[config.mk]
export PLATFORM = sky130hd
export DESIGN_NAME = bit_capture_arbiter
export DESIGN_NICKNAME = d
export VERILOG_FILES = /design/src/rtl/bit_capture_arbiter.sv
export SDC_FILE = /design/constraint.sdc
export NUM_CORES = 1
export LEC_CHECK = 0
export ABC_AREA = 1
export BUFFER_PORTS_ARGS = -buffer_cell sky130_fd_sc_hd__buf_2
export CORE_AREA = 2 2 102 104
export CTS_CLUSTER_SIZE = 25
export DETAILED_ROUTE_END_ITERATION = 8
export DIE_AREA = 0 0 104 106
export GPL_TIMING_DRIVEN = 0
export HOLD_SLACK_MARGIN = 0.02
export SLEW_MARGIN = 15
export SYNTH_ARGS = -nofsm -noshare
export SYNTH_HDL_FRONTEND = slang
export SYNTH_SLANG_ARGS = --single-unit
[constraint.sdc]
create_clock -name clk -period 3.2 [get_ports clk]
set_clock_uncertainty 0.15 [all_clocks]
set_input_delay 0.48 -clock clk [delete_from_list [all_inputs] [get_ports clk]]
set_output_delay 0.48 -clock clk [all_outputs]
set_load 0.05 [all_outputs]
[src/rtl/bit_capture_arbiter.sv]
// Two-source serial bit capture into one shared word register, round-robin arbitrated.
// Latency: grant one clk after a sampled req; word_valid on the edge that writes the last bit.
// Backpressure: the word is held until word_ready; optional abort via macro CAPTURE_TIMEOUT_EN.
module bit_capture_arbiter #(
  parameter int WORD_W      = 32,
  parameter int TIMEOUT_CYC = 255
) (
  input  logic                                 clk,
  input  logic                                 reset_n,
  input  logic                                 tst_req,
  input  logic                                 usb_req,
  input  logic                                 tst_valid,
  input  logic                                 usb_valid,
  input  logic                                 tst_data,
  input  logic                                 usb_data,
  output logic                                 tst_gnt,
  output logic                                 usb_gnt,
  output logic [WORD_W-1:0]                    word_out,
  output logic                                 word_src,
  output logic                                 word_valid,
  input  logic                                 word_ready,
  output logic [((WORD_W>1)?$clog2(WORD_W):1)-1:0] bit_count,
  output logic                                 abort
);

  localparam int CNT_W = (WORD_W > 1) ? $clog2(WORD_W) : 1;

  typedef enum logic [1:0] {IDLE, CAPTURE, HOLD} state_t;

  state_t             state_q, state_d;
  logic               last_src;
  logic               any_req, sel_src;
  logic               g_valid, g_data, last_bit, timeout_hit;

  logic               tst_gnt_d, usb_gnt_d, word_src_d, word_valid_d, last_src_d, abort_d;
  logic [WORD_W-1:0]  word_d;
  logic [CNT_W-1:0]   cnt_d;

  assign any_req  = tst_req | usb_req;
  // On a tie the source not served last wins.
  assign sel_src  = (tst_req && usb_req) ? ~last_src : usb_req;
  assign g_valid  = (state_q == CAPTURE) && (word_src ? usb_valid : tst_valid);
  assign g_data   = word_src ? usb_data : tst_data;
  assign last_bit = g_valid && (bit_count == CNT_W'(WORD_W - 1));

`ifdef CAPTURE_TIMEOUT_EN
  localparam int TO_W = (TIMEOUT_CYC > 1) ? $clog2(TIMEOUT_CYC + 1) : 1;
  logic [TO_W-1:0] idle_cnt;
  logic            abort_q;

  assign timeout_hit = (state_q == CAPTURE) && !g_valid &&
                       (idle_cnt == TO_W'(TIMEOUT_CYC - 1));

  always_ff @(posedge clk or negedge reset_n) begin
    if (!reset_n) begin
      idle_cnt <= '0;
      abort_q  <= 1'b0;
    end else begin
      abort_q <= abort_d;
      if (state_q != CAPTURE || g_valid || timeout_hit) idle_cnt <= '0;
      else                                             idle_cnt <= idle_cnt + TO_W'(1);
    end
  end

  assign abort = abort_q;
`else
  assign timeout_hit = 1'b0;
  assign abort       = 1'b0;
`endif

  always_ff @(posedge clk or negedge reset_n) begin
    if (!reset_n) state_q <= IDLE;
    else          state_q <= state_d;
  end

  always_comb begin
    state_d = state_q;
    case (state_q)
      IDLE:    if (any_req) state_d = CAPTURE;
      CAPTURE: begin
        if (timeout_hit)   state_d = IDLE;
        else if (last_bit) state_d = HOLD;
      end
      HOLD:    if (word_ready) state_d = IDLE;
      default: state_d = IDLE;
    endcase
  end

  always_comb begin
    tst_gnt_d    = tst_gnt;
    usb_gnt_d    = usb_gnt;
    word_d       = word_out;
    cnt_d        = bit_count;
    word_src_d   = word_src;
    word_valid_d = word_valid;
    last_src_d   = last_src;
    abort_d      = 1'b0;
    case (state_q)
      IDLE: begin
        if (any_req) begin
          tst_gnt_d  = ~sel_src;
          usb_gnt_d  = sel_src;
          word_d     = '0;
          cnt_d      = '0;
          word_src_d = sel_src;
        end
      end
      CAPTURE: begin
        if (timeout_hit) begin
          tst_gnt_d  = 1'b0;
          usb_gnt_d  = 1'b0;
          word_d     = '0;
          cnt_d      = '0;
          abort_d    = 1'b1;
          last_src_d = word_src;
        end else if (g_valid) begin
          word_d[bit_count] = g_data;
          if (last_bit) begin
            cnt_d        = '0;
            tst_gnt_d    = 1'b0;
            usb_gnt_d    = 1'b0;
            word_valid_d = 1'b1;
          end else begin
            cnt_d = bit_count + CNT_W'(1);
          end
        end
      end
      HOLD: begin
        if (word_ready) begin
          word_valid_d = 1'b0;
          last_src_d   = word_src;
        end
      end
      default: begin
        tst_gnt_d    = 1'b0;
        usb_gnt_d    = 1'b0;
        word_valid_d = 1'b0;
      end
    endcase
  end

  always_ff @(posedge clk or negedge reset_n) begin
    if (!reset_n) begin
      tst_gnt    <= 1'b0;
      usb_gnt    <= 1'b0;
      word_out   <= '0;
      bit_count  <= '0;
      word_src   <= 1'b0;
      word_valid <= 1'b0;
      last_src   <= 1'b1;
    end else begin
      tst_gnt    <= tst_gnt_d;
      usb_gnt    <= usb_gnt_d;
      word_out   <= word_d;
      bit_count  <= cnt_d;
      word_src   <= word_src_d;
      word_valid <= word_valid_d;
      last_src   <= last_src_d;
    end
  end

endmodule
Word level (Yosys, flattened, before mapping)
Index checks and enable logic that the tools add are counted.
{"block": "classes", "n_mux": 27, "n_reduce_logical": 12, "order_cmp": 2, "bitwise": 5, "addsub": 1, "n_eq_ne": 7}
{"cell": "2-to-1 mux 32 bit", "n": 2}
{"cell": "case mux 32 bit (2 select lines)", "n": 1}
{"cell": "bitwise mux 32 bit", "n": 1}
{"cell": "2-to-1 mux 5 bit", "n": 3}
{"cell": "2-to-1 mux 1 bit", "n": 11}
{"cell": "case mux 5 bit (2 select lines)", "n": 1}
{"cell": "case mux 1 bit (3 select lines)", "n": 3}
{"cell": "!= test 2 bit, second input constant", "n": 4}
{"cell": "AND reduction 4 bit", "n": 2}
{"cell": "< comparator 5 x 6 -> 1 bit, second input constant", "n": 1}
{"cell": "2-to-1 mux 2 bit", "n": 3}
{"cell": "case mux 2 bit (3 select lines)", "n": 1}
{"cell": "AND reduction 3 bit", "n": 2}
{"cell": "adder 5 x 1 -> 5 bit, second input constant", "n": 1}
{"cell": "demux 1 bit (select 5 bit)", "n": 1}
{"cell": "== test 5 bit, second input constant", "n": 1}
{"cell": ">= comparator 5 x 1 -> 1 bit, second input constant", "n": 1}
{"cell": "logical AND 1 bit", "n": 4}
{"cell": "inverter 1 bit", "n": 4}
{"cell": "AND reduction 2 bit", "n": 2}
{"cell": "== test 2 x 1 -> 1 bit, second input constant", "n": 1}
{"cell": "== test 2 bit, second input constant", "n": 1}
{"cell": "logical NOT 2 bit", "n": 1}
{"cell": "nonzero test 2 bit", "n": 1}
{"cell": "OR 1 bit", "n": 1}
{"block": "word_totals", "output_inout_bits": 42, "ff_bits": 44, "wordCells": 62, "inputBits": 9}

Logic depth before layout (Yosys ltp)
Gate-level depths: netlist (run 1).
{"block": "logic_depth", "word_depth": 7, "depth_mapped": 10, "depth_no_buf": 9}

Least setup slack after synthesis (run 1)
OpenSTA, ideal clock, no wires.
{"block": "synth_path", "path_type": "register to register", "from": "reg bit_count[1] in the netlist's numbering", "to": "reg tst_gnt", "period_less_slack_ns": 2.070, "t_required_ns": 2.931, "path_stages_with_launch": 11, "n_path_buf": 1, "setup_ns": 0.119, "path_slack_ns": 1.130, "arrival_ns": 1.801, "path_cell_list": "dfrtp_1 ha_1 clkbuf_1 nand2_1 nor2_1 ha_1 nand2_1 nand2_1 nand2_1 nand2_1 nand2_1"}
{"block": "synth_between", "elab_chain_cells": 4}
{"item": "from (decl)", "line_no": "22", "source": "output logic [((WORD_W>1)?$clog2(WORD_W):1)-1:0] bit_count,"}
{"item": "from (signal assigned)", "line_no": "155", "source": "bit_count <= cnt_d;"}
{"item": "== test 5 bit", "line_no": "44", "source": "assign last_bit = g_valid && (bit_count == CNT_W'(WORD_W - 1));"}
{"item": "logical AND 1 bit", "line_no": "44"}
{"item": "!= test 2 bit (no line)"}
{"item": "AND reduction 4 bit (no line)"}
{"item": "to (signal assigned)", "line_no": "152", "source": "tst_gnt <= tst_gnt_d;"}
{"item": "to (decl)", "line_no": "16", "source": "output logic tst_gnt,"}
Every way passes these cells.
A chain may end at the register's enable or synchronous reset.

Worst setup path in the final report (run 1)
{"block": "layout_path", "from": "reg bit_count[0] in the netlist's numbering", "to": "reg bit_count[2] in the netlist's numbering"}
{"block": "layout_between", "elab_chain_cells": 5, "elab_cells_between_ends": 6, "classes_between": "add/sub: 1; eq/ne: 1; mux: 3; reduce/logical: 1"}
{"item": "parallel branches: the longest is 2 deep, another holds adder 5 x 1 -> 5 bit"}
{"item": "2-to-1 mux 5 bit *", "line_no": "118", "source": "if (last_bit) begin"}
{"item": "2-to-1 mux 5 bit *", "line_no": "116", "source": "end else if (g_valid) begin"}
{"item": "case mux 5 bit (2 select lines) *", "line_no": "98", "source": "case (state_q)"}
Mark *: on every way between the ends. The select of a mux whose other input is x is not followed.

==> metrics.md, run 1 <==
| Metric | Value |
|---|---|
| Core Rows | `37` |
| Hold buffers post-CTS | `0` |
| WP data required | `3.24 ns` |
| Total CTS buffers | `5` |
| Post-Route WL | `6480 µm` |
| Count of cell types in the netlist | `26` |
| Synth Cell Area | `0.002444 mm²` |
| Number of antenna violations at the first check in global routing | `0` |
| Largest driver fanout on the critical path | `9` |
| Initial Utilization | `24.44%` |
| Worst slew pin tran | `1.012 ns` |
| Clock tree buffer depth | `2` |
| Root Buffer | `clkbuf_8` |
| Diodes inserted | `0` |
| Rel. slew slack | `32.52%` |
| First-pass GRT wire length | `10940 µm` |
| Layout net count | `399` |
| CTS tree | `done` |
| Crit path time final | `2.079 ns` |
| Endpoints failing setup | `0` |
| Crit. End Element | `flop` |
| Synthesized Nets | `343` |
| Area delta synth->final | `20.69%` |
| Fill cells | `1138` |
| Die Area | `0.01102 mm²` |
| Arrival time worst endpoint | `2.12 ns` |
| DR vias | `2261` |
| VDD IR-drop max | `0.2222 mV` |
| Gp weighted congestion | `0.8199` |
| Worst hold path class | `in2async` |
| Worst-path clk slew | `0.09 ns` |
| Number of global-route vias before repair | `2274` |
| Tot Pwr | `0.002422 W` |
| Ys Warns | `0` |
| Max Cap Violations | `0` |
| Leakage | `1.611 nW` |
| Number of port buffers | `49` |
| # resized after CTS | `0` |
| Vias per inst | `4.331` |
| R2R cell count | `8` |
| First-iteration detailed-routing DRC count | `125` |
| Commonest non-fill, non-tap cell in the layout | `nand2_1` |
| Core area | `0.01000 mm²` |
| Worst Setup Path Type | `reg2reg` |
| Clk sink count | `44` |
| Outcome | `completed` |
| Most frequent cells in the layout | `nand2_1, buf_2, dfrtp_1, nand4_1, o21ai_0` |
| # DRC | `0` |
| TNS Setup | `0 ns` |
| Startpoint Class | `flop` |
| #FFs+latches synth | `44` |
| Area taken by multi-input logic gates | `0.001139 mm²` |
| Share of layout cells above drive strength 1 | `22.02%` |
| Post-route clock period utilization | `64.96%` |
| Clock Latency Late Sink | `0.30 ns` |
| Post-route ant nets | `0` |
| Fmax | `481.1 MHz` |
| Grt ovf | `0` |
| Htree depth | `2` |
| Setup repair bufs after CTS | `0` |
| Register area share after synthesis | `45.11%` |
| Pre-antenna DRT Iters | `4` |
| Syn Area/Cell | `7.427 µm²` |
| P per Cell Area | `821.4 mW/mm²` |
| I/O pins | `51` |
| Detail Placement HPWL | `4756 µm` |
| Worst Hold Slack | `0.2011 ns` |
| Max-slew violations | `0` |
| All-Layer GR Usage | `12.36%` |
| Die H | `106 µm` |
| Final Hold Violating Endpoints | `0` |
| RSZ-0062 raised after global routing | `false` |
| WL/cell | `12.41 µm` |
| Largest net degree at the start of global routing | `45` |
| Sequential Area | `0.001102 mm²` |
| Die Wd | `104 µm` |
| Post-Synthesis Cells | `329` |
[cell type report]
type / count / area share (%)
timing repair buffer: 49 / 8.316
sequential: 44 / 37.38
tap: 136 / 5.770
multi-input combinational: 245 / 38.61
buffer: 22 / 4.582
clock buffer: 8 / 3.055
inverter: 18 / 2.291
[state kept, by name, indices dropped and copies added (netlist names)]
name        count
word_out       32
bit_count       5
state_q         2
last_src        1
tst_gnt         1
usb_gnt         1
word_src        1
word_valid      1
[cells in the mapped netlist (all sizes together)]
library cell,instances,area share (%)
a21boi,1,0.31
a22oi,1,0.31
buf,17,4.7
clkbuf,5,0.87
conb,1,0.15
dfrtp,43,44
dfstp,1,1.1
ha,5,2.6
inv,18,2.8
nand2,139,22
nand3,10,2.0
nand3b,1,0.31
nand4,32,8.2
nor2,20,3.4
o21ai,32,6.7
or2,1,0.26
xor2,2,0.72
[kinds of logic (layout without fill, tap and decap cells)]
logic type	Yosys count	in the layout	synth area share, %
other	1	1	0.1535
adders and majority gates	5	5	2.560
AOI/OAI and AO/OA	34	34	7.322
buffers and inverters	40	97	8.294
xor gates and xnor gates	2	2	0.7170
and+or+nand+nor	203	203	35.84
DFF	44	44	45.11
[worst paths after layout]
check                          endpoint          from  slack [ns]
max                        bit_count[2]  bit_count[0]        1.12
min                        word_out[17]       reset_n        0.20
max reg2reg                bit_count[2]  bit_count[0]        1.12
min reg2reg                     usb_gnt       usb_gnt        0.32
max in group asynchronous   word_out[9]       reset_n        2.07
min in group clk               last_src    word_ready        0.30
[metal layers]
metal  part of all wire [%]  GRT usage [%]
met5                      0              0
met4                   0.82          3.089
met3                    4.8          3.740
met2                     47          20.44
met1                     47          15.83
[stage by stage]
stage | instances | setup WS (ns) | area, µm² | util [%]
floorplan | 329 | 1.130 | 2444 | -
global placement | 514 | 1.162 | 2859 | 28.59
detailed placement | 514 | 1.133 | 2859 | 28.59
CTS | 522 | 1.112 | 2949 | 29.49
global route | 522 | 0.9319 | 2949 | 29.49
finish | 522 | 1.121 | 2949 | 29.49
[power breakdown]
group,total (W),switching [W],internal (W)
registers,0.000779,0.0000939,0.000685
logic,0.00127,0.000991,0.000283
clock network,0.000370,0.000193,0.000176
total,0.00242,0.00128,0.00114
[worst max-delay path, stage by stage (launching register included)]
cell and delay [ns]:
dfrtp_1 0.44, ha_1 0.17, clkbuf_1 0.40, nand2_1 0.15, nor2_1 0.13, ha_1 0.21, nand3_1 0.15, nand4_1 0.12
nand2_1 0.05
Note: power is estimated with default switching activity, not from simulation.
==> run 2: changes to the inputs <==
==> constraint.sdc (replaced) <==
create_clock -name clk -period 2.1 [get_ports clk]
set_clock_uncertainty 0.15 [all_clocks]
set_input_delay 0.315 -clock clk [delete_from_list [all_inputs] [get_ports clk]]
set_output_delay 0.315 -clock clk [all_outputs]
set_load 0.05 [all_outputs]
==> run 2 against run 1 <==
- maximum frequency is 16% higher
- final cell count is 0.19% lower
- sequential cell count stayed put
- total power is 52% higher
- die area stayed put
- routed wire length is 0.76% lower
- clock-buffer cell count stayed put
- critical path depth is 1 lower
- critical endpoint unchanged
- largest cell class unchanged
- highest routed layer unchanged
==> metrics.md, run 2 (synthesized netlist as in run 1, its figures left out) <==
| Metric | Value |
|---|---|
| Worst hold path class | `in2async` |
| Final Util | `29.48% (about the same)` |
| First-iteration detailed-routing DRC count | `145 (+16%)` |
| Number of global-route vias before repair | `2274 (unchanged)` |
| Most frequent cells in the layout | `nand2_1, buf_2, dfrtp_1, nand4_1, o21ai_0` |
| Biggest regs | `word_out x32, bit_count x5, state_q x2` |
| CTS tree | `done` |
| Detail Placement HPWL | `4756 µm (unchanged)` |
| Max-slew violations | `0 (unchanged)` |
| # resized after CTS | `0 (unchanged)` |
| Largest driver fanout on the critical path | `9 (unchanged)` |
| Buffers and inverters on the worst path | `0 (-1)` |
| RSZ-0062 raised after global routing | `false` |
| Most used cell, CP | `nand2_1` |
| Pre-antenna DRT Iters | `4 (unchanged)` |
| Crit path time final | `1.790 ns (-0.2883 ns)` |
| Crit. End Element | `flop` |
| All-Layer GR Usage | `12.36% (unchanged)` |
| Worst path depth | `7 (-1)` |
| Int Power | `0.001747 W (+53%)` |
| P per Cell Area | `1252 mW/mm² (+52%)` |
| Switching Share | `52.67% (-0.10 points)` |
| Root Buffer | `clkbuf_8` |
| Endpoints failing setup | `0 (unchanged)` |
| Post-Route WL | `6431 µm (-0.76%)` |
| Initial Utilization | `24.44% (unchanged)` |
| Crit-path slowest cell | `dfrtp_1` |
| Vias per inst | `4.305 (-0.61%)` |
| Worst Setup Path Type | `reg2reg` |
| I/O pins | `51 (unchanged)` |
| Core Rows | `37 (unchanged)` |
| Diodes inserted | `0 (unchanged)` |
| Outcome | `completed` |
| First-pass GRT wire length | `10940 µm (unchanged)` |
| Core area | `0.01000 mm² (unchanged)` |
| Most flop-heavy register | `word_out` |
| Clock Latency Late Sink | `0.30 ns (about the same)` |
| VDD IR-drop max | `0.3389 mV (+53%)` |
| Post-route clock period utilization | `85.25% (+20 points)` |
| Clock tree buffer depth | `2 (unchanged)` |
| Final Hold Violating Endpoints | `0 (unchanged)` |
| Post-route ant nets | `0 (unchanged)` |
| Share of layout cells above drive strength 1 | `22.34% (+0.32 points)` |
| Sequential share of power | `32.1% (about the same)` |
| Die Area | `0.01102 mm² (unchanged)` |
| Number of port buffers | `49 (unchanged)` |
| Startpoint Class | `flop` |
| Leakage | `1.608 nW (-0.19%)` |
| Htree depth | `2 (unchanged)` |
| GRT busiest layer | `met2` |
| Commonest non-fill, non-tap cell in the layout | `nand2_1` |
| Clk sink count | `44 (unchanged)` |
| Max Cap Violations | `0 (unchanged)` |
| Layout net count | `398 (-0.25%)` |
| R2R cell count | `7 (-1)` |
| TNS Setup | `0 ns (unchanged)` |
| Worst path max stage delay | `0.44 ns (about the same)` |
| Net Sw Power | `0.001945 W (+52%)` |
| Clk pwr share | `15.2% (about the same)` |
| Total CTS buffers | `5 (unchanged)` |
| WL/cell | `12.34 µm (-0.57%)` |
| Met2 global-route usage | `20.44% (unchanged)` |
| Die Wd | `104 µm (unchanged)` |
| Non-Filler Instances | `521 (-0.19%)` |
| Placed insts | `514 (unchanged)` |
| Die H | `106 µm (unchanged)` |
| Gp weighted congestion | `0.8199 (unchanged)` |
| Worst-path clk slew | `0.09 ns (about the same)` |
| Rel. slew slack | `32.32% (-0.20 points)` |
| Logic pwr share | `52.6% (about the same)` |
| Delay-heaviest family, CP | `adder cells` |
| Hold buffers post-CTS | `0 (unchanged)` |
| WP data required | `2.14 ns (-1.10 ns)` |
| Worst slew pin tran | `1.015 ns (+0.003052 ns)` |
| Largest net degree at the start of global routing | `45 (unchanged)` |
| Setup repair bufs after CTS | `0 (unchanged)` |
| Number of antenna violations at the first check in global routing | `0 (unchanged)` |
| Area delta synth->final | `20.64% (about the same)` |
| Largest register FFs | `32 (unchanged)` |
| Grt ovf | `0 (unchanged)` |
| Met3 Usage GRT | `3.740% (unchanged)` |
| Arrival time worst endpoint | `1.83 ns (-0.29 ns)` |
| DR vias | `2243 (-0.80%)` |
| Fmax | `558.6 MHz (+16%)` |
| # DRC | `0 (unchanged)` |
| Cells along the critical path | `ha_2 -> nand2_1 -> nor2_1 -> ha_1 -> nand3_1 -> nand4_1 -> nand2_1` |
| M1 GR Usage | `15.83% (unchanged)` |
## run 2: cell types whose count changed in the layout (fill, tap and decap cells not counted)
cell,before,now
clkbuf_1,5,4
ha_1,5,4
ha_2,0,1
## run 2: worst paths after layout
path                                   start            to  slack, ns
worst max-delay path            bit_count[0]  bit_count[2]       0.31
worst min-delay path                 reset_n  word_out[21]       0.03
worst max register to register  bit_count[0]  bit_count[2]       0.31
worst min register to register       usb_gnt       usb_gnt       0.32
max in group asynchronous            reset_n  word_out[29]       1.14
min in group clk                  word_ready      last_src       0.14
## run 2: cell type report
| cell class | count | area, µm² |
|---|---|---|
| Fill cell | 1141 | 7052 |
| Multi-Input combinational cell | 245 | 1141 |
| Sequential cell | 44 | 1102 |
| Timing Repair Buffer | 49 | 245.2 |
| Tap cell | 136 | 170.2 |
| Buffer | 21 | 131.4 |
| Clock buffer | 8 | 90.09 |
| Inverter | 18 | 67.56 |
## run 2: worst reg2reg max path, stage by stage, from the launching register on
cell	delay, ns
dfrtp_1	0.44
ha_2	0.35
nand2_1	0.12
nor2_1	0.11
ha_1	0.21
nand3_1	0.15
nand4_1	0.12
nand2_1	0.05
## run 2: power by group through the flow
| stage | clock network (W) | logic [W] | registers (W) |
|---|---|---|---|
| finish | 0.000561 | 0.00194 | 0.00119 |
| floorplan | 0 | 0.000766 | 0.00187 |
| detailed placement | 0 | 0.00195 | 0.00121 |
| global route | 0.000618 | 0.00213 | 0.00122 |
| global placement | 0 | 0.00194 | 0.00120 |
| CTS | 0.000577 | 0.00196 | 0.00119 |
## run 2: per-layer routing
| metal | up-vias | routed length (µm) |
|---|---|---|
| li1 | 1178 | - |
| met1 | 1020 | 2962 |
| met2 | 37 | 3078 |
| met3 | 8 | 327 |
| met4 | 0 | 62 |
| met5 | - | 0 |
## run 2: through the flow
step | setup WS, ns | cell area [µm²] | hold slack, ns | total power (W)
2_1_floorplan | 0.02970 | 2444 | -0.1306 | 0.002640
3_3_place_gp | 0.06194 | 2859 | 0.3067 | 0.003138
3_5_place_dp | 0.03270 | 2859 | 0.3094 | 0.003157
4_1_cts | 0.01216 | 2949 | 0.07007 | 0.003724
5_1_grt | 0.1156 | 2948 | 0.1183 | 0.003968
6_report | 0.3097 | 2948 | 0.03402 | 0.003692
